===== src/rtl/junction_pkg.sv =====
// Shared state encoding and default timing constants for the junction light sequencer.
package junction_pkg;

    typedef enum logic [3:0] {
        ST_SET      = 4'd0,
        ST_CLEAR_A  = 4'd1,
        ST_A_GREEN  = 4'd2,
        ST_A_YELLOW = 4'd3,
        ST_CLEAR_B  = 4'd4,
        ST_B_GREEN  = 4'd5,
        ST_B_YELLOW = 4'd6,
        ST_CLEAR_P  = 4'd7,
        ST_PED_WALK = 4'd8
    } state_e;

    localparam int TICK_DIV_DEF  = 10;
    localparam int GREEN_MS_DEF  = 5000;
    localparam int YELLOW_MS_DEF = 1000;
    localparam int CLEAR_MS_DEF  = 500;
    localparam int WALK_MS_DEF   = 3000;

    // Durations are counted by a 16-bit ms counter and compared against DUR-1.
    function automatic bit dur_ok(input int d);
        return (d >= 1) && (d <= 65535);
    endfunction

endpackage


===== src/rtl/junction_sequencer_ms_tick_gen.sv =====
// 1 ms prescaler: counts enabled cycles and flags the last one of each tick period.
// Synchronous clear restarts the period; the clear wins over enable.
module ms_tick_gen #(
    parameter int TICK_DIV = 10
) (
    input  logic CLK,
    input  logic reset,
    input  logic en_i,
    input  logic clr_i,
    output logic tick_o
);

    localparam int CW = (TICK_DIV > 1) ? $clog2(TICK_DIV) : 1;
    localparam logic [CW-1:0] LAST = CW'(TICK_DIV - 1);

    logic [CW-1:0] cnt_q;
    logic [CW-1:0] cnt_d;

    always_comb begin
        cnt_d = cnt_q;
        if (clr_i) begin
            cnt_d = '0;
        end else if (en_i) begin
            cnt_d = (cnt_q == LAST) ? '0 : cnt_q + 1'b1;
        end
    end

    always_ff @(posedge CLK) begin
        if (reset) begin
            cnt_q <= '0;
        end else begin
            cnt_q <= cnt_d;
        end
    end

    assign tick_o = en_i && (cnt_q == LAST);

endmodule


===== src/rtl/junction_sequencer.sv =====
// Junction light sequencer: timed set/change pulses for two vehicle groups and one pedestrian group.
// Pedestrian phase built only with JUNCTION_PED_PHASE_EN; otherwise change_p/ped_pending are held at 0.
module junction_sequencer
    import junction_pkg::*;
#(
    parameter int TICK_DIV  = TICK_DIV_DEF,
    parameter int GREEN_MS  = GREEN_MS_DEF,
    parameter int YELLOW_MS = YELLOW_MS_DEF,
    parameter int CLEAR_MS  = CLEAR_MS_DEF,
    parameter int WALK_MS   = WALK_MS_DEF
) (
    input  logic       CLK,
    input  logic       reset,
    input  logic       en,
    input  logic       ped_req,
    output logic       set_all,
    output logic       change_a,
    output logic       change_b,
    output logic       change_p,
    output logic [3:0] phase,
    output logic       ped_pending
);

    if (TICK_DIV < 1 || !dur_ok(GREEN_MS) || !dur_ok(YELLOW_MS) ||
        !dur_ok(CLEAR_MS) || !dur_ok(WALK_MS)) begin : g_bad_param
        $error("junction_sequencer: TICK_DIV must be >= 1 and every duration in 1..65535");
    end

    state_e      state_q, state_d;
    logic [15:0] phase_ms_q, phase_ms_d;
    logic        set_all_q, set_all_d;
    logic        change_a_q, change_a_d;
    logic        change_b_q, change_b_d;
    logic        change_p_q, change_p_d;
    logic        ped_pending_q, ped_pending_d;
    logic        tick;
    logic        trans;
    logic        expire;
    logic [15:0] dur;

    ms_tick_gen #(.TICK_DIV(TICK_DIV)) u_tick (
        .CLK    (CLK),
        .reset  (reset),
        .en_i   (en),
        .clr_i  (trans),
        .tick_o (tick)
    );

    always_comb begin
        dur = 16'(CLEAR_MS);
        case (state_q)
            ST_A_GREEN,  ST_B_GREEN:  dur = 16'(GREEN_MS);
            ST_A_YELLOW, ST_B_YELLOW: dur = 16'(YELLOW_MS);
            ST_PED_WALK:              dur = 16'(WALK_MS);
            default:                  dur = 16'(CLEAR_MS);
        endcase
    end

    // tick already carries en, so a frozen sequencer can never expire.
    assign expire = tick && (phase_ms_q == dur - 16'd1);

    always_comb begin
        state_d    = state_q;
        trans      = 1'b0;
        set_all_d  = 1'b0;
        change_a_d = 1'b0;
        change_b_d = 1'b0;
        change_p_d = 1'b0;
        case (state_q)
            ST_SET: if (en) begin
                trans = 1'b1; set_all_d = 1'b1; state_d = ST_CLEAR_A;
            end
            ST_CLEAR_A: if (expire) begin
                trans = 1'b1; change_a_d = 1'b1; state_d = ST_A_GREEN;
            end
            ST_A_GREEN: if (expire) begin
                trans = 1'b1; change_a_d = 1'b1; state_d = ST_A_YELLOW;
            end
            ST_A_YELLOW: if (expire) begin
                trans = 1'b1; change_a_d = 1'b1; state_d = ST_CLEAR_B;
            end
            ST_CLEAR_B: if (expire) begin
                trans = 1'b1; change_b_d = 1'b1; state_d = ST_B_GREEN;
            end
            ST_B_GREEN: if (expire) begin
                trans = 1'b1; change_b_d = 1'b1; state_d = ST_B_YELLOW;
            end
            ST_B_YELLOW: if (expire) begin
                trans = 1'b1; change_b_d = 1'b1; state_d = ST_CLEAR_P;
            end
            ST_CLEAR_P: if (expire) begin
                trans = 1'b1;
                if (ped_pending_q) begin
                    change_p_d = 1'b1; state_d = ST_PED_WALK;
                end else begin
                    change_a_d = 1'b1; state_d = ST_A_GREEN;
                end
            end
            ST_PED_WALK: if (expire) begin
                trans = 1'b1; change_p_d = 1'b1; state_d = ST_CLEAR_A;
            end
            default: begin
                trans = 1'b1; state_d = ST_SET;
            end
        endcase
    end

    always_comb begin
        phase_ms_d = phase_ms_q;
        if (trans) begin
            phase_ms_d = '0;
        end else if (tick) begin
            phase_ms_d = phase_ms_q + 16'd1;
        end
    end

`ifdef JUNCTION_PED_PHASE_EN
    always_comb begin
        ped_pending_d = ped_pending_q;
        if (trans && state_d == ST_PED_WALK) begin
            ped_pending_d = 1'b0;
        end else if (ped_req && state_q != ST_PED_WALK) begin
            ped_pending_d = 1'b1;
        end
    end
`else
    logic unused_ped_req;
    assign unused_ped_req = ped_req;
    assign ped_pending_d  = 1'b0;
`endif

    always_ff @(posedge CLK) begin
        if (reset) begin
            state_q       <= ST_SET;
            phase_ms_q    <= '0;
            set_all_q     <= 1'b0;
            change_a_q    <= 1'b0;
            change_b_q    <= 1'b0;
            change_p_q    <= 1'b0;
            ped_pending_q <= 1'b0;
        end else begin
            state_q       <= state_d;
            phase_ms_q    <= phase_ms_d;
            set_all_q     <= set_all_d;
            change_a_q    <= change_a_d;
            change_b_q    <= change_b_d;
            change_p_q    <= change_p_d;
            ped_pending_q <= ped_pending_d;
        end
    end

    assign set_all     = set_all_q;
    assign change_a    = change_a_q;
    assign change_b    = change_b_q;
    assign change_p    = change_p_q;
    assign phase       = state_q;
    assign ped_pending = ped_pending_q;

endmodule


===== config.mk =====
export PLATFORM = sky130hd
export DESIGN_NAME = junction_sequencer
export DESIGN_NICKNAME = d
export VERILOG_FILES = /design/src/rtl/junction_pkg.sv /design/src/rtl/junction_sequencer_ms_tick_gen.sv /design/src/rtl/junction_sequencer.sv
export SDC_FILE = /design/constraint.sdc
export NUM_CORES = 1
export LEC_CHECK = 0
export CORE_MARGIN = 3
export CORE_UTILIZATION = 30
export CTS_CLUSTER_DIAMETER = 80
export DETAILED_ROUTE_END_ITERATION = 6
export GPL_ROUTABILITY_DRIVEN = 0
export PLACE_DENSITY = 0.54
export SLEW_MARGIN = 30
export SYNTH_ARGS = -nofsm -noshare
export SYNTH_HDL_FRONTEND = slang
export SYNTH_SLANG_ARGS = --single-unit

===== constraint.sdc =====
create_clock -name CLK -period 5.4 [get_ports CLK]
set_input_delay 1.35 -clock CLK [delete_from_list [all_inputs] [get_ports CLK]]
set_output_delay 1.35 -clock CLK [all_outputs]
set_load 0.1 [all_outputs]

==> results.py, run 1 <==
metrics = {
    "worst_setup_path": {
        "startpoint_type": "register",
        "crit_required_ns": 4.05,
        "path_cells": "clkdlybuf4s50_1",
        "timing.setup.critical_path_class": "register to output pin",
        "worstRegToRegCells": 5,
        "timing.critical_path.fanout_max": 13,
        "slowest_stage": "clkdlybuf4s50_1",
        "setup.worst_path.end_class": "output pin",
        "worst_endpoint_data_arrival_time_ns": 2.04,
        "critPathTopFamily": "buffers and inverters",
        "cpPeakStageDelay_ns": 1.21,
        "timing.critical_path.buf_inv": 1,
        "timing.critical_path.depth": 1,
    },
    "sta": {
        "final.period_utilization_pct": 62.8,
        "worstMarginPinSlew_ns": 0.969,
        "final_max_slew_viol_count": 0,
        "min_period_ns": 3.39,
        "finClkSkew_ns": 0.00440,
        "totalNegativeSetupSlack_ns": 0,
        "worst_slew_margin_rel_pct": 35.2,
        "grt_setup_unrepaired": "no",
        "setup_violations": 0,
        "maxClockFrequency_ghz": 0.295,
        "fin_ws_ns": 2.01,
        "final_hold_viol_count": 0,
    },
    "layout": {
        "fin_nets": 177,
        "layout.cells.most_common_list": "dfxtp_1, nor2_1, nor3_1, nand2_1, xnor2_1",
        "layout-area-overhead-vs-synth_pct": 10.0,
        "final_common_cell": "dfxtp_1",
        "share_of_post_route_cells_with_drive_strength_above_1_pct": 5.88,
        "antenna_diodes": 0,
        "postLayoutCellArea_sq_um": 1540,
        "nFillCells": 456,
    },
    "place": {
        "pre_cts_slack_ns": 2.08,
        "placement.cell_area_sq_um": 1490,
        "dp_hpwl_um": 2050,
        "number_of_buffer_cells_added_on_primary_ports": 8,
    },
    "routing": {
        "ant_nets": 0,
        "routed_wire_length_um": 2730,
        "drt-wirelength-per-cell_um": 12.3,
        "drt_first_pass_iters": 4,
        "route.detailed.drc": 0,
        "dr_total_vias": 1144,
        "vias_per_cell": 5.15,
        "drtIter0Drc": 86,
    },
    "clock_network": {
        "htreeDepth": 1,
        "cts_hold_buf": 0,
        "clk_pin_slew_ns": 0.09,
        "clock_latency_late_sink_ns": 0.27,
        "cts_inserted_buffers": 3,
        "cts.repair_timing.setup_buffer_count": 0,
        "clock_sink_count": 26,
        "cts_root_buffer": "clkbuf_8",
        "post_cts_resized": 0,
        "clock_path_buffers": 2,
        "cts_tree": "yes",
    },
    "floorplanning": {
        "fp.dieH_um": 74.2,
        "placement_rows": 24,
        "initial_core_util_pct": 31.6,
        "die_area_sq_um": 5500,
        "fp.dieW_um": 74.2,
        "io-pin-count": 13,
        "core_area_sq_um": 4410,
    },
    "run_status": {
        "status": "finished, final reports clean",
    },
    "power": {
        "power.ir.vdd_worst_mv": 0.0693,
        "total_leakage_power_nw": 0.501,
        "powerDensity_nw_per_um2": 219,
    },
    "yosys": {
        "synth.yosys.warnings": 0,
        "ys_seq_elements": 26,
        "syn-instance-count": 166,
        "yosysUniqueCellTypes": 42,
        "syn_avg_cell_area_sq_um": 8.40,
        "edff_count_synth": 0,
        "synth-main-ff-cell": "dfxtp_1",
        "post_synth_instance_area_sq_um": 1400,
        "synth_sequential_area_ratio_pct": 37.3,
        "async_flop_share_pct": 0,
    },
    "global_routing": {
        "congestion_overflow_gr": 0,
        "grt_usage_pct": 10.6,
        "grt_start_max_net_pins": 20,
        "antenna_found_initial": 0,
        "vias_in_the_first_global_route": 1000,
        "wire_length_of_the_first_global_routing_pass_um": 4540,
    },
    "flow_run": {
        "cap_violations": 0,
    },
    "min_path": {
        "hold_path.class": "register to register",
        "hold-path-cell-count": 2,
    },
}
worst paths after layout:
| check | from | to | slack (ns) |
|---|---|---|---|
| hold / removal | u_tick.cnt_q[3] | u_tick.cnt_q[3] | 0.53 |
| setup reg to reg | phase_ms_q[10] | phase[0] | 3.24 |
| setup / recovery | phase[0] | phase[0] | 2.01 |
| hold reg to reg | u_tick.cnt_q[3] | u_tick.cnt_q[3] | 0.53 |
kinds of logic after synthesis:
logic type	count (synthesis)	synth area share, %
and+or+nand+nor	89	35.0
muxes	4	2.87
buffers and inverters	14	5.47
adders and majority gates	1	0.897
DFF	26	37.3
xor gates and xnor gates	18	11.3
AOI/OAI and AO/OA	13	6.91
other	1	0.269
layer usage:
| layer | GRT usage, % | wire [um] |
|---|---|---|
| met5 | 0 | 0 |
| met4 | 4.83 | 54 |
| met3 | 2.43 | 93 |
| met2 | 16.3 | 1250 |
| met1 | 14.1 | 1330 |
power by group:
part           total [mW]  leakage (nW)  switching, mW  internal (mW)
sequential          0.196         0.210        0.00282          0.193
clock               0.109        0.0216         0.0586         0.0500
combinational      0.0314         0.270         0.0256        0.00586
synth_stat cells (4+ instances only):
cell,number,share of area (%)
buf_4,4,2.2
clkbuf_1,4,1.1
dfxtp_1,26,37
inv_1,4,1.1
mux2i_1,4,2.9
nand2_1,12,3.2
nand3_1,7,2.5
nor2_1,20,5.4
nor2b_1,4,1.8
nor3_1,16,5.7
nor4_1,5,2.2
o21ai_0,4,1.4
xnor2_1,10,6.3
xor2_1,8,5.0
flip-flops by register name, indices dropped and copies added (netlist names):
name	flops
phase_ms_q	16
u_tick.cnt_q	4
phase	3
change_a	1
change_b	1
set_all	1
layout make-up:
cell class                 instances  area [sq um]  area share (%)
sequential                        26           520            33.9
clock buffer                       3          41.3            2.69
inverter                           4          15.0           0.978
multi-input combinational        128           806            52.5
tap                               52          65.1            4.24
timing repair buffer               9          87.6            5.70
worst register-to-register path: stages (launching register included):
cell and delay, ns:
dfxtp_1 0.33, or4_4 0.55, nor4_4 0.25, o2111ai_2 0.22, or4_1 0.44, a311oi_1 0.28
metrics by stage:
step | hold WS (ns) | util (%) | cells | total power [mW]
after floorplan | 0.485 | - | 168 | 0.228
after global placement | 0.514 | 33.8 | 219 | 0.231
after detailed placement | 0.518 | 33.8 | 219 | 0.232
after CTS | 0.529 | 34.8 | 222 | 0.340
after global routing | 0.572 | 34.8 | 222 | 0.349
final | 0.530 | 34.8 | 222 | 0.336
Power figures use the tool's default switching activity.
==> run 2: changes to the inputs <==
--- a/config.mk
+++ b/config.mk
@@ -10,7 +10,7 @@
 export CTS_CLUSTER_DIAMETER = 80
 export DETAILED_ROUTE_END_ITERATION = 6
 export GPL_ROUTABILITY_DRIVEN = 0
-export PLACE_DENSITY = 0.54
+export PLACE_DENSITY = 0.56
 export SLEW_MARGIN = 30
 export SYNTH_ARGS = -nofsm -noshare
 export SYNTH_HDL_FRONTEND = slang
==> constraint.sdc (replaced) <==
create_clock -name CLK -period 2.9 [get_ports CLK]
set_input_delay 0.725 -clock CLK [delete_from_list [all_inputs] [get_ports CLK]]
set_output_delay 0.725 -clock CLK [all_outputs]
set_load 0.1 [all_outputs]
==> run 2 against run 1 <==
Against the previous run:
- final cell count increased by 1.8%
- combinational power increased by 93%
- routed wire length is 0.95% lower
- sequential share of layout area fell by 0.46 points
- worst hold slack got worse by 0.0010 ns
- register-to-register slack got worse by 2.4 ns
- sequential cell count did not move
- total power is 96% higher
- clock power is 110% higher
- global-route usage grew 0.15 points
- first-iteration DRC count shrank 72%
==> results.py, run 2 (synthesized netlist as in run 1, its figures left out) <==
metrics = {
    "layout": {
        "layout.cells.most_common_list": "dfxtp_1, nor2_1, nor3_1, nand2_1",
        "postLayoutCoreUtil_pct": 35.3,
        "nFillCells": 456,
        "layout-area-overhead-vs-synth_pct": 11.6,
        "largest_register": "phase_ms_q",
        "final_common_cell": "dfxtp_1",
        "number_of_flip_flops_in_the_largest_register": 16,
        "fin_nets": 180,
        "antenna_diodes": 0,
        "multi_input_area_sq_um": 806,
        "register_area_sq_um": 520,
        "fin_cells": 226,
        "share_of_post_route_cells_with_drive_strength_above_1_pct": 11.5,
    },
    "worst_setup_path": {
        "startpoint_type": "primary input",
        "cpPeakStageDelay_ns": 0.50,
        "setup.worst_path.end_class": "register",
        "timing.critical_path.buf_inv": 1,
        "timing.critical_path.fanout_max": 5,
        "path_cells": "clkdlybuf4s50_1 > and3b_1 > and2_1 > o2111ai_2 > or4_1 > a311oi_1",
        "crit_required_ns": 3.09,
        "critPathTopFamily": "simple AND/OR/NAND/NOR gates",
        "timing.setup.critical_path_class": "primary input to register",
        "worst_endpoint_data_arrival_time_ns": 2.46,
        "rrSetupSlack_ns": 0.80,
        "slowest_stage": "clkdlybuf4s50_1",
    },
    "routing": {
        "dr_total_vias": 1115,
        "route.detailed.drc": 0,
        "vias_per_cell": 4.93,
        "drt-wirelength-per-cell_um": 11.9,
        "ant_nets": 0,
        "routed_wire_length_um": 2700,
        "drtIter0Drc": 24,
        "drt_first_pass_iters": 4,
    },
    "clock_network": {
        "cts_hold_buf": 0,
        "htreeDepth": 1,
        "cts_root_buffer": "clkbuf_8",
        "clock_sink_count": 26,
        "cts_inserted_buffers": 3,
        "clk_pin_slew_ns": 0.09,
        "cts.repair_timing.setup_buffer_count": 0,
        "clock_path_buffers": 2,
        "clock_latency_late_sink_ns": 0.27,
        "cts_tree": "yes",
        "post_cts_resized": 0,
    },
    "sta": {
        "grt_setup_unrepaired": "no",
        "final.period_utilization_pct": 78.3,
        "min_period_ns": 2.27,
        "finClkSkew_ns": 0.00913,
        "final_hold_viol_count": 0,
        "maxClockFrequency_ghz": 0.440,
        "final_max_slew_viol_count": 0,
        "setup_violations": 0,
        "hold_ws_ns": 0.529,
        "totalNegativeSetupSlack_ns": 0,
    },
    "floorplanning": {
        "core_area_sq_um": 4410,
        "fp.dieW_um": 74.2,
        "die_area_sq_um": 5500,
        "initial_core_util_pct": 31.6,
        "fp.dieH_um": 74.2,
        "io-pin-count": 13,
        "placement_rows": 24,
    },
    "place": {
        "dp_hpwl_um": 1980,
        "number_of_buffer_cells_added_on_primary_ports": 8,
        "dp.cells": 222,
    },
    "global_routing": {
        "grt_start_max_net_pins": 15,
        "antenna_found_initial": 0,
        "wire_length_of_the_first_global_routing_pass_um": 4600,
        "congestion_overflow_gr": 0,
        "vias_in_the_first_global_route": 1000,
        "grt_usage_pct": 10.8,
    },
    "power": {
        "total_leakage_power_nw": 0.535,
        "power.total_uw": 660,
        "powerDensity_nw_per_um2": 424,
        "power.ir.vdd_worst_mv": 0.266,
    },
    "flow_run": {
        "cap_violations": 0,
    },
    "min_path": {
        "hold_path.class": "register to register",
    },
    "run_status": {
        "status": "finished, final reports clean",
    },
}
-- run 2: changes by cell type in the layout (fill, tap and decap cells not counted), sizes merged --
cell	delta
clkbuf	+1
clkdlybuf4s50	-6
buf	+9
-- run 2: per-layer routing --
| metal | routed length (um) | GRT usage, % |
|---|---|---|
| met3 | 97 | 3.24 |
| met5 | 0 | 0 |
| met2 | 1170 | 17.7 |
| met4 | 26 | 2.41 |
| met1 | 1410 | 13.9 |
-- run 2: worst paths after layout --
kind,start,end,cells after the start
hold / removal,u_tick.cnt_q[3],u_tick.cnt_q[3],2
setup / recovery,en,phase[0],6
setup reg to reg,phase_ms_q[10],phase[0],5
hold reg to reg,u_tick.cnt_q[3],u_tick.cnt_q[3],2
-- run 2: power breakdown --
part	switching, mW	internal [mW]
Sequential	0.00527	0.360
Clock	0.113	0.121
Combinational	0.0482	0.0123
-- run 2: cell type report --
cell class                      count  area share (%)
Multi-Input combinational cell    128            51.8
Sequential cell                    26            33.4
Timing Repair Buffer               12            6.11
Tap cell                           52            4.18
Clock buffer                        4            3.54
Inverter                            4           0.965
-- run 2: stage by stage --
stage                     setup WS, ns  cell area (sq um)
after floorplan                  0.305               1400
after global placement           0.367               1500
after detailed placement         0.333               1500
after CTS                        0.622               1560
after global routing             0.516               1560
final                            0.628               1560
-- run 2: worst reg2reg max path, cell delays in order, from the launching register on --
cell and delay (ns):
dfxtp_1 0.33, or4_4 0.55, nor4_4 0.24, o2111ai_2 0.22, or4_1 0.43, a311oi_1 0.26
==> run 3: changes to the inputs <==
--- a/config.mk
+++ b/config.mk
@@ -10,7 +10,7 @@
 export CTS_CLUSTER_DIAMETER = 80
 export DETAILED_ROUTE_END_ITERATION = 6
 export GPL_ROUTABILITY_DRIVEN = 0
-export PLACE_DENSITY = 0.56
+export PLACE_DENSITY = 0.54
 export SLEW_MARGIN = 30
 export SYNTH_ARGS = -nofsm -noshare
 export SYNTH_HDL_FRONTEND = slang
==> constraint.sdc (replaced) <==
create_clock -name CLK -period 2.15 [get_ports CLK]
set_input_delay 0.5375 -clock CLK [delete_from_list [all_inputs] [get_ports CLK]]
set_output_delay 0.5375 -clock CLK [all_outputs]
set_load 0.1 [all_outputs]
==> run 3 against run 2 <==
Against the previous run:
- final cell count rose by 2.2%
- non-clock buffer count rose by 5
- first-iteration DRC count rose to 2.8 times the previous value
- global-route usage rose by 0.075 points
- routed wire length fell by 1.9%
- largest cell class unchanged
- largest power group unchanged
==> results.py, run 3 (synthesized netlist as in run 1, its figures left out) <==
metrics = {
    "run_status": {
        "status": "finished, final reports clean",
    },
    "floorplanning": {
        "initial_core_util_pct": 31.6,
        "fp.dieH_um": 74.2,
        "placement_rows": 24,
        "die_area_sq_um": 5500,
        "io-pin-count": 13,
        "fp.dieW_um": 74.2,
        "core_area_sq_um": 4410,
    },
    "worst_setup_path": {
        "slowest_stage": "or4_1",
        "timing.setup.critical_path_class": "register to register",
        "crit_required_ns": 2.33,
        "startpoint_type": "register",
        "worst_endpoint_data_arrival_time_ns": 2.21,
        "cpPeakStageDelay_ns": 0.51,
        "critPathTopFamily": "simple AND/OR/NAND/NOR gates",
        "timing.critical_path.fanout_max": 9,
        "rrSetupSlack_ns": 0.12,
        "timing.critical_path.buf_inv": 0,
        "path_cells": "nor4b_1 > o21ai_0 > o311a_1 > or4_1 > a311oi_1",
        "setup.worst_path.end_class": "register",
    },
    "global_routing": {
        "grt_start_max_net_pins": 15,
        "congestion_overflow_gr": 0,
        "vias_in_the_first_global_route": 1060,
        "met1_usage_pct": 14.0,
        "grtUsageMet3_pct": 3.24,
        "grt_most_used_layer": "met2",
        "grt.met2_usage_pct": 17.6,
        "antenna_found_initial": 0,
        "grt_usage_pct": 10.8,
        "wire_length_of_the_first_global_routing_pass_um": 4710,
    },
    "clock_network": {
        "cts_root_buffer": "clkbuf_8",
        "cts.repair_timing.setup_buffer_count": 0,
        "cts_tree": "yes",
        "htreeDepth": 1,
        "clock_path_buffers": 2,
        "cts_inserted_buffers": 3,
        "clock_sink_count": 26,
        "clk_pin_slew_ns": 0.09,
        "clock_latency_late_sink_ns": 0.27,
    },
    "layout": {
        "final_common_cell": "dfxtp_1",
        "antenna_diodes": 0,
        "multi_input_area_sq_um": 806,
        "register_area_sq_um": 529,
        "fin_nets": 185,
        "postLayoutCoreUtil_pct": 36.4,
        "share_of_post_route_cells_with_drive_strength_above_1_pct": 15.1,
        "layout-area-overhead-vs-synth_pct": 15.2,
        "largest_register": "phase_ms_q",
        "postLayoutCellArea_sq_um": 1610,
        "number_of_flip_flops_in_the_largest_register": 16,
        "nFillCells": 442,
        "layout.cells.most_common_list": "dfxtp_1, nor2_1, nor3_1, buf_4, nand2_1",
    },
    "sta": {
        "final_hold_viol_count": 0,
        "final.period_utilization_pct": 94.5,
        "maxClockFrequency_ghz": 0.492,
        "finClkSkew_ns": 0.00774,
        "min_period_ns": 2.03,
        "setup_violations": 0,
        "grt_setup_unrepaired": "no",
        "final_max_slew_viol_count": 0,
    },
    "place": {
        "number_of_buffer_cells_added_on_primary_ports": 8,
        "placement.cell_area_sq_um": 1560,
        "dp_hpwl_um": 2060,
    },
    "routing": {
        "drt-wirelength-per-cell_um": 11.5,
        "drtIter0Drc": 68,
        "vias_per_cell": 4.96,
        "dr_total_vias": 1146,
        "routed_wire_length_um": 2650,
        "drt_first_pass_iters": 4,
        "route.detailed.drc": 0,
        "ant_nets": 0,
    },
    "min_path": {
        "hold_path.class": "register to register",
    },
    "power": {
        "powerDensity_nw_per_um2": 534,
        "power.ir.vdd_worst_mv": 0.239,
        "total_leakage_power_nw": 0.566,
        "power.total_uw": 859,
    },
    "flow_run": {
        "cap_violations": 0,
    },
}
run 3: through the flow:
stage               setup WS [ns]  instances  setup TNS, ns  hold slack [ns]
floorplan                  0.0512        168              0            0.485
global placement           -0.177        227          -1.15            0.502
detailed placement         -0.186        227          -1.49            0.512
CTS                        0.0333        231              0            0.526
global route               0.0325        231              0            0.561
finish                      0.117        231              0            0.521
run 3: final cells by class:
| class | instances | share of cell area (%) |
|---|---|---|
| clock buffers | 4 | 2.80 |
| inverters | 4 | 0.934 |
| multi-input cells | 128 | 50.1 |
| flip-flops and latches | 26 | 32.9 |
| well taps | 52 | 4.05 |
| repair buffers | 17 | 9.18 |
run 3: repair_timing:
action	4_1_cts	5_1_grt
gates resized for setup	0	1
hold endpoints to repair	0	0
endpoints found under the setup margin	0	16
hold buffers	0	0
run 3: power breakdown:
group	total, mW	leakage [nW]	internal (mW)	switching, mW
logic	0.0875	0.331	0.0231	0.0644
clock network	0.280	0.0228	0.133	0.148
registers	0.491	0.212	0.483	0.00787
run 3: final timing paths:
kind / startpoint / endpoint / cells after the start
worst max-delay path: phase_ms_q[5] / phase[0] / 5
worst min-delay path: phase[2] / change_b / 2
worst max register to register: phase_ms_q[5] / phase[0] / 5
worst min register to register: phase[2] / change_b / 2
run 3: per-layer routing:
| metal | up-vias | wire length [um] |
|---|---|---|
| li1 | 603 | - |
| met1 | 529 | 1320 |
| met2 | 10 | 1240 |
| met3 | 4 | 70 |
| met4 | 0 | 21 |
| met5 | - | 0 |
run 3: worst min-delay path, stage by stage (launching register included):
cell,delay [ns]
dfxtp_4,0.38
nand2_1,0.06
nor4_1,0.04
